==> src/rtl/musb_defines.sv <==
// Shared encodings for the shifter scheduler: operation codes and FSM states.
package musb_defines;

   localparam logic [1:0] SHOP_SRL = 2'b00;
   localparam logic [1:0] SHOP_SLL = 2'b01;
   localparam logic [1:0] SHOP_SRA = 2'b10;
   localparam logic [1:0] SHOP_ROR = 2'b11;

   typedef enum logic [1:0] {
      ST_IDLE  = 2'b00,
      ST_PASS1 = 2'b01,
      ST_PASS2 = 2'b10,
      ST_RESP  = 2'b11
   } state_e;

endpackage

==> src/rtl/musb_shifter.sv <==
// Combinational 32-bit barrel shifter: left when direction_i, else logical or
// arithmetic right depending on sign_extend_i.
module musb_shifter (
   input  logic [31:0] data_i,
   input  logic [4:0]  shamnt_i,
   input  logic        direction_i,
   input  logic        sign_extend_i,
   output logic [31:0] result_o
);

   always_comb begin
      if (direction_i)
         result_o = data_i << shamnt_i;
      else if (sign_extend_i)
         result_o = $unsigned($signed(data_i) >>> shamnt_i);
      else
         result_o = data_i >> shamnt_i;
   end

endmodule

==> src/rtl/musb_shift_scheduler.sv <==
// Round-robin scheduler sharing one shifter between the execute stage (port 0)
// and the bit-manipulation unit (port 1); ROR is done as SRL then SLL passes.
module musb_shift_scheduler
   import musb_defines::*;
#(
   parameter int OP_W = 2
) (
   input  logic            clk,
   input  logic            rst,
   input  logic            req0_valid,
   output logic            req0_ready,
   input  logic [31:0]     req0_data,
   input  logic [4:0]      req0_shamnt,
   input  logic [OP_W-1:0] req0_op,
   output logic            resp0_valid,
   input  logic            resp0_ready,
   output logic [31:0]     resp0_data,
   input  logic            req1_valid,
   output logic            req1_ready,
   input  logic [31:0]     req1_data,
   input  logic [4:0]      req1_shamnt,
   input  logic [OP_W-1:0] req1_op,
   output logic            resp1_valid,
   input  logic            resp1_ready,
   output logic [31:0]     resp1_data,
   input  logic            flush,
   output logic            busy
);

   state_e          state_q, state_d;
   logic            owner_q, owner_d;
   logic            last_grant_q, last_grant_d;
   logic [31:0]     data_q, data_d;
   logic [31:0]     partial_q, partial_d;
   logic [31:0]     resp_data_q, resp_data_d;
   logic [4:0]      shamnt_q, shamnt_d;
   logic [OP_W-1:0] op_q, op_d;

   logic            v0, grant0, grant1;
   logic [31:0]     sh_res;
   logic [4:0]      sh_amt;
   logic            sh_dir, sh_sext;

   // Second ROR pass shifts left by the complement amount and ORs in pass one.
   always_comb begin
      sh_amt  = shamnt_q;
      sh_dir  = (op_q == SHOP_SLL);
      sh_sext = (op_q == SHOP_SRA);
      if (state_q == ST_PASS2) begin
         sh_amt  = 5'd0 - shamnt_q;
         sh_dir  = 1'b1;
         sh_sext = 1'b0;
      end
   end

   musb_shifter u_shifter (
      .data_i        (data_q),
      .shamnt_i      (sh_amt),
      .direction_i   (sh_dir),
      .sign_extend_i (sh_sext),
      .result_o      (sh_res)
   );

   always_comb begin
      state_d      = state_q;
      owner_d      = owner_q;
      last_grant_d = last_grant_q;
      data_d       = data_q;
      partial_d    = partial_q;
      resp_data_d  = resp_data_q;
      shamnt_d     = shamnt_q;
      op_d         = op_q;
      v0           = req0_valid & ~flush;
      grant0       = 1'b0;
      grant1       = 1'b0;
      case (state_q)
         ST_IDLE: begin
            if (rst) begin
               grant0 = v0 & (~req1_valid | last_grant_q);
               grant1 = req1_valid & (~v0 | ~last_grant_q);
            end
            if (grant0 || grant1) begin
               data_d       = grant1 ? req1_data   : req0_data;
               shamnt_d     = grant1 ? req1_shamnt : req0_shamnt;
               op_d         = grant1 ? req1_op     : req0_op;
               owner_d      = grant1;
               last_grant_d = grant1;
               state_d      = ST_PASS1;
            end
         end
         ST_PASS1: begin
            if (op_q == SHOP_ROR && shamnt_q != 5'd0) begin
               partial_d = sh_res;
               state_d   = ST_PASS2;
            end else begin
               resp_data_d = sh_res;
               state_d     = ST_RESP;
            end
         end
         ST_PASS2: begin
            resp_data_d = partial_q | sh_res;
            state_d     = ST_RESP;
         end
         ST_RESP: begin
            if (owner_q ? resp1_ready : resp0_ready)
               state_d = ST_IDLE;
         end
         default: state_d = ST_IDLE;
      endcase
      // A flushed port-0 operation leaves the result register untouched.
      if (flush && !owner_q && state_q != ST_IDLE) begin
         state_d     = ST_IDLE;
         resp_data_d = resp_data_q;
         partial_d   = partial_q;
      end
   end

   always_ff @(posedge clk or negedge rst) begin
      if (!rst) begin
         state_q      <= ST_IDLE;
         owner_q      <= 1'b0;
         last_grant_q <= 1'b1;
         data_q       <= '0;
         partial_q    <= '0;
         resp_data_q  <= '0;
         shamnt_q     <= '0;
         op_q         <= '0;
      end else begin
         state_q      <= state_d;
         owner_q      <= owner_d;
         last_grant_q <= last_grant_d;
         data_q       <= data_d;
         partial_q    <= partial_d;
         resp_data_q  <= resp_data_d;
         shamnt_q     <= shamnt_d;
         op_q         <= op_d;
      end
   end

   assign req0_ready  = grant0;
   assign req1_ready  = grant1;
   assign resp0_valid = (state_q == ST_RESP) & ~owner_q;
   assign resp1_valid = (state_q == ST_RESP) &  owner_q;
   assign resp0_data  = resp_data_q;
   assign resp1_data  = resp_data_q;
   assign busy        = (state_q != ST_IDLE);

endmodule
==> config.mk <==
export PLATFORM = sky130hd
export DESIGN_NAME = musb_shift_scheduler
export DESIGN_NICKNAME = d
export VERILOG_FILES = /design/src/rtl/musb_defines.sv /design/src/rtl/musb_shifter.sv /design/src/rtl/musb_shift_scheduler.sv
export SDC_FILE = /design/constraint.sdc
export NUM_CORES = 1
export LEC_CHECK = 0
export ABC_CLOCK_PERIOD_IN_PS = 10800
export CAP_MARGIN = 20
export CORE_MARGIN = 3
export CORE_UTILIZATION = 59
export CTS_CLUSTER_DIAMETER = 200
export CTS_CLUSTER_SIZE = 40
export DETAILED_ROUTE_END_ITERATION = 8
export HOLD_SLACK_MARGIN = 0.12
export PLACE_DENSITY = 0.88
export SYNTH_ARGS = -nofsm -noshare
export SYNTH_HDL_FRONTEND = slang
export SYNTH_SLANG_ARGS = --single-unit
==> constraint.sdc <==
create_clock -name clk -period 10.8 [get_ports clk]
set_input_delay 2.16 -clock clk [delete_from_list [all_inputs] [get_ports clk]]
set_output_delay 2.16 -clock clk [all_outputs]
set_load 0.005 [all_outputs]
==> results.cfg <==
[layout]
drive_gt1_share_pct = 8.41
syn_to_final_growth_pct = 18.8
num-nets-final = 1240
diodes = 0
fill_cells = 1144

[die]
dieArea_um2 = 16800
die_x_um = 130
start_util_pct = 61.3
die_h_um = 130
core_um2 = 14800
ios = 154
rows = 44

[grt]
grt_start_max_net_pins = 79
grt_pass1_wl_um = 46600
first_global_vias = 8281
antenna_found_initial = 0
grtUsageTotal_pct = 35.5
overflow = 0

[placement]
port_buffers = 153
gp_congestion = 1.05
hpwlAfterDp_um = 21900
pre_cts_ws_ps = 4190

[yosys]
synthArstFlopShare_pct = 100
synth-edff-count = 0
ys_seq_area_share_pct = 29.6
netlist_instances = 1078
synth_cell_types = 68
syn_avg_cell_area_um2 = 8.39
syn_nets = 1169
yosysWarnings = 0
synth-seq-cells = 107
syn_area_um2 = 9040
synth-main-ff-cell = dfrtp_1

[routing]
drt-vias-per-instance = 6.69
drtPass1Iterations = 7
ant_nets = 0
route.detailed.drc = 0
drtIter0Drc = 1212
num_vias = 8956
wl_um = 29600
wl_per_cell_um = 22.1

[worst_setup_path]
endpoint_kind = output pin
timing.rr.end = partial_q[26]
cp-start-kind = input pin
worst-r2r-setup-slack_ps = 5940
r2r-start = shamnt_q[0]
worst-path-max-fanout = 50
startpoint = rst
reg2reg_depth = 11
crit_arrival_ps = 4420
cp_cell_sequence = buf_4, nand2_1, a21oi_4, buf_4, and2_1, clkdlybuf4s50_1
cp.required_ps = 8640
slowest_stage = clkdlybuf4s50_1
cpMostUsedCell = buf_4
criticalPathCategory = in2out
cp_slowest_stage_delay_ps = 570

[sta]
hold-worst-slack_ps = 481
finalMaxSlewViolations = 0
hold_violations = 0
skew_ps = 17.9
rsz0062_at_grt = no
min_period_ps = 6580
fin_crit_sh_pct = 60.9
tns_ps = 0
worst_pin_slew_ps = 1010
setup_violations = 0
setup_slack_ps = 4220
fmax_mhz = 152
relSlewSlack_pct = 32.5

[hold_path]
holdPathEnd = partial_q[17]
holdPathStages = 2
min-delay-start = partial_q[17]
min_path_type = reg2reg

[clock_tree]
cts-resized-gates = 0
cts.clk_slew.worst_paths_ps = 70
cts_max_path_buffers = 2
cts_setup_buffers = 0
holdBufCountCts = 0
worstSkewPairLatency_ps = 370
cts.sinks = 107
cts_made_buffers = 9
cts_root_buf = clkbuf_16
ctsHtreeMaxLevel = 3
cts_tree = done

[run_status]
outcome = complete, no violations

[run]
max_cap_violations = 0
## state kept, by name, summed over array words and instances (netlist names)
| signal | flops |
|---|---|
| data_q | 32 |
| state_q | 2 |
| last_grant_q | 1 |
| shamnt_q | 5 |
| owner_q | 1 |
| op_q | 2 |
| partial_q | 32 |
| resp0_data | 32 |
## final cells by class
cell class | count | area (µm²) | share of cell area (%)
flip-flops and latches | 107 | 2680 | 25.0
repair buffers | 171 | 1670 | 15.6
clock inverters | 6 | 55.1 | 0.513
multi-input cells | 849 | 5820 | 54.2
well taps | 184 | 230 | 2.14
inverters | 11 | 41.3 | 0.384
clock buffers | 10 | 239 | 2.23
## per-stage QoR
stage | util, % | cell area, µm² | cells
global route | 72.8 | 10700 | 1338
detailed placement | 70.7 | 10400 | 1321
global placement | 70.7 | 10400 | 1321
finish | 72.8 | 10700 | 1338
floorplan | - | 9040 | 1078
CTS | 72.7 | 10700 | 1337
## routing by layer
metal	routed length [µm]	vias to the layer above	track usage (%)
met3	3200	91	7.25
met1	11900	4159	49.9
met4	1150	0	14.8
met2	13300	619	53.7
met5	0	-	0
li1	-	4087	-
## cells in the mapped netlist, types with 5 or more instances
cell	number	area share (%)
mux2_2	28	3.5
and3_1	9	0.62
o22a_1	6	0.58
ha_1	6	0.83
buf_4	37	3.1
mux2i_1	149	16
o21ai_0	81	4.5
and2_1	9	0.62
nand2_1	166	6.9
clkbuf_1	40	1.7
buf_1	7	0.29
a211oi_1	9	0.75
a31oi_1	25	1.7
o21ai_1	5	0.28
nand3_1	20	1.1
a22oi_1	6	0.50
nor2b_1	9	0.62
nor2_1	76	3.2
o22ai_1	20	1.4
nand2b_1	11	0.76
nor3_1	19	1.1
a21oi_1	88	4.9
dfrtp_1	106	29
mux4_2	17	4.2
o211ai_1	11	0.91
buf_2	26	1.4
inv_1	9	0.37
## cells by family (layout without fill, tap and decap cells)
group / after synthesis / count (layout) / synth area share [%]
AOI/OAI and AO/OA: 312 / 312 / 21.6
xor gates and xnor gates: 6 / 6 / 0.913
adders and majority gates: 6 / 6 / 0.830
buffers and inverters: 122 / 198 / 7.04
DFF: 107 / 107 / 29.6
muxes: 194 / 194 / 24.2
and+or+nand+nor: 331 / 331 / 15.8
## critical path, delay by kind of cell
family | cells | cell delay [ps]
and+or+nand+nor | 2 | 540
AOI/OAI and AO/OA | 1 | 130
buffers and inverters | 3 | 1550
## cell usage in the layout, fill, tap and decap left out, drive strengths merged, types with 9 or more instances in the layout
master         Yosys  layout
nand2            166     166
clkdlybuf4s50      0     152
mux2i            149     149
dfrtp            106     106
a21oi             88      88
o21ai             86      86
nor2              76      76
mux2              28      28
a31oi             25      25
nand3             20      20
o22ai             20      20
nor3              19      19
buf               71      19
mux4              17      17
inv               10      13
nand2b            11      11
o211ai            11      11
clkbuf            40      10
and2               9       9
nor2b              9       9
and3               9       9
a211oi             9       9
## worst max-delay path by stage
stage,end,depth (start not counted)
after floorplan,req1_ready,3
after global placement,req1_ready,6
after detailed placement,req1_ready,6
after CTS,req1_ready,6
after global routing,req1_ready,6
final,req1_ready,6
Power is left out: the tool's default activity adds up to more than one toggle a clock period on the data nets, which glitch-free logic cannot reach.
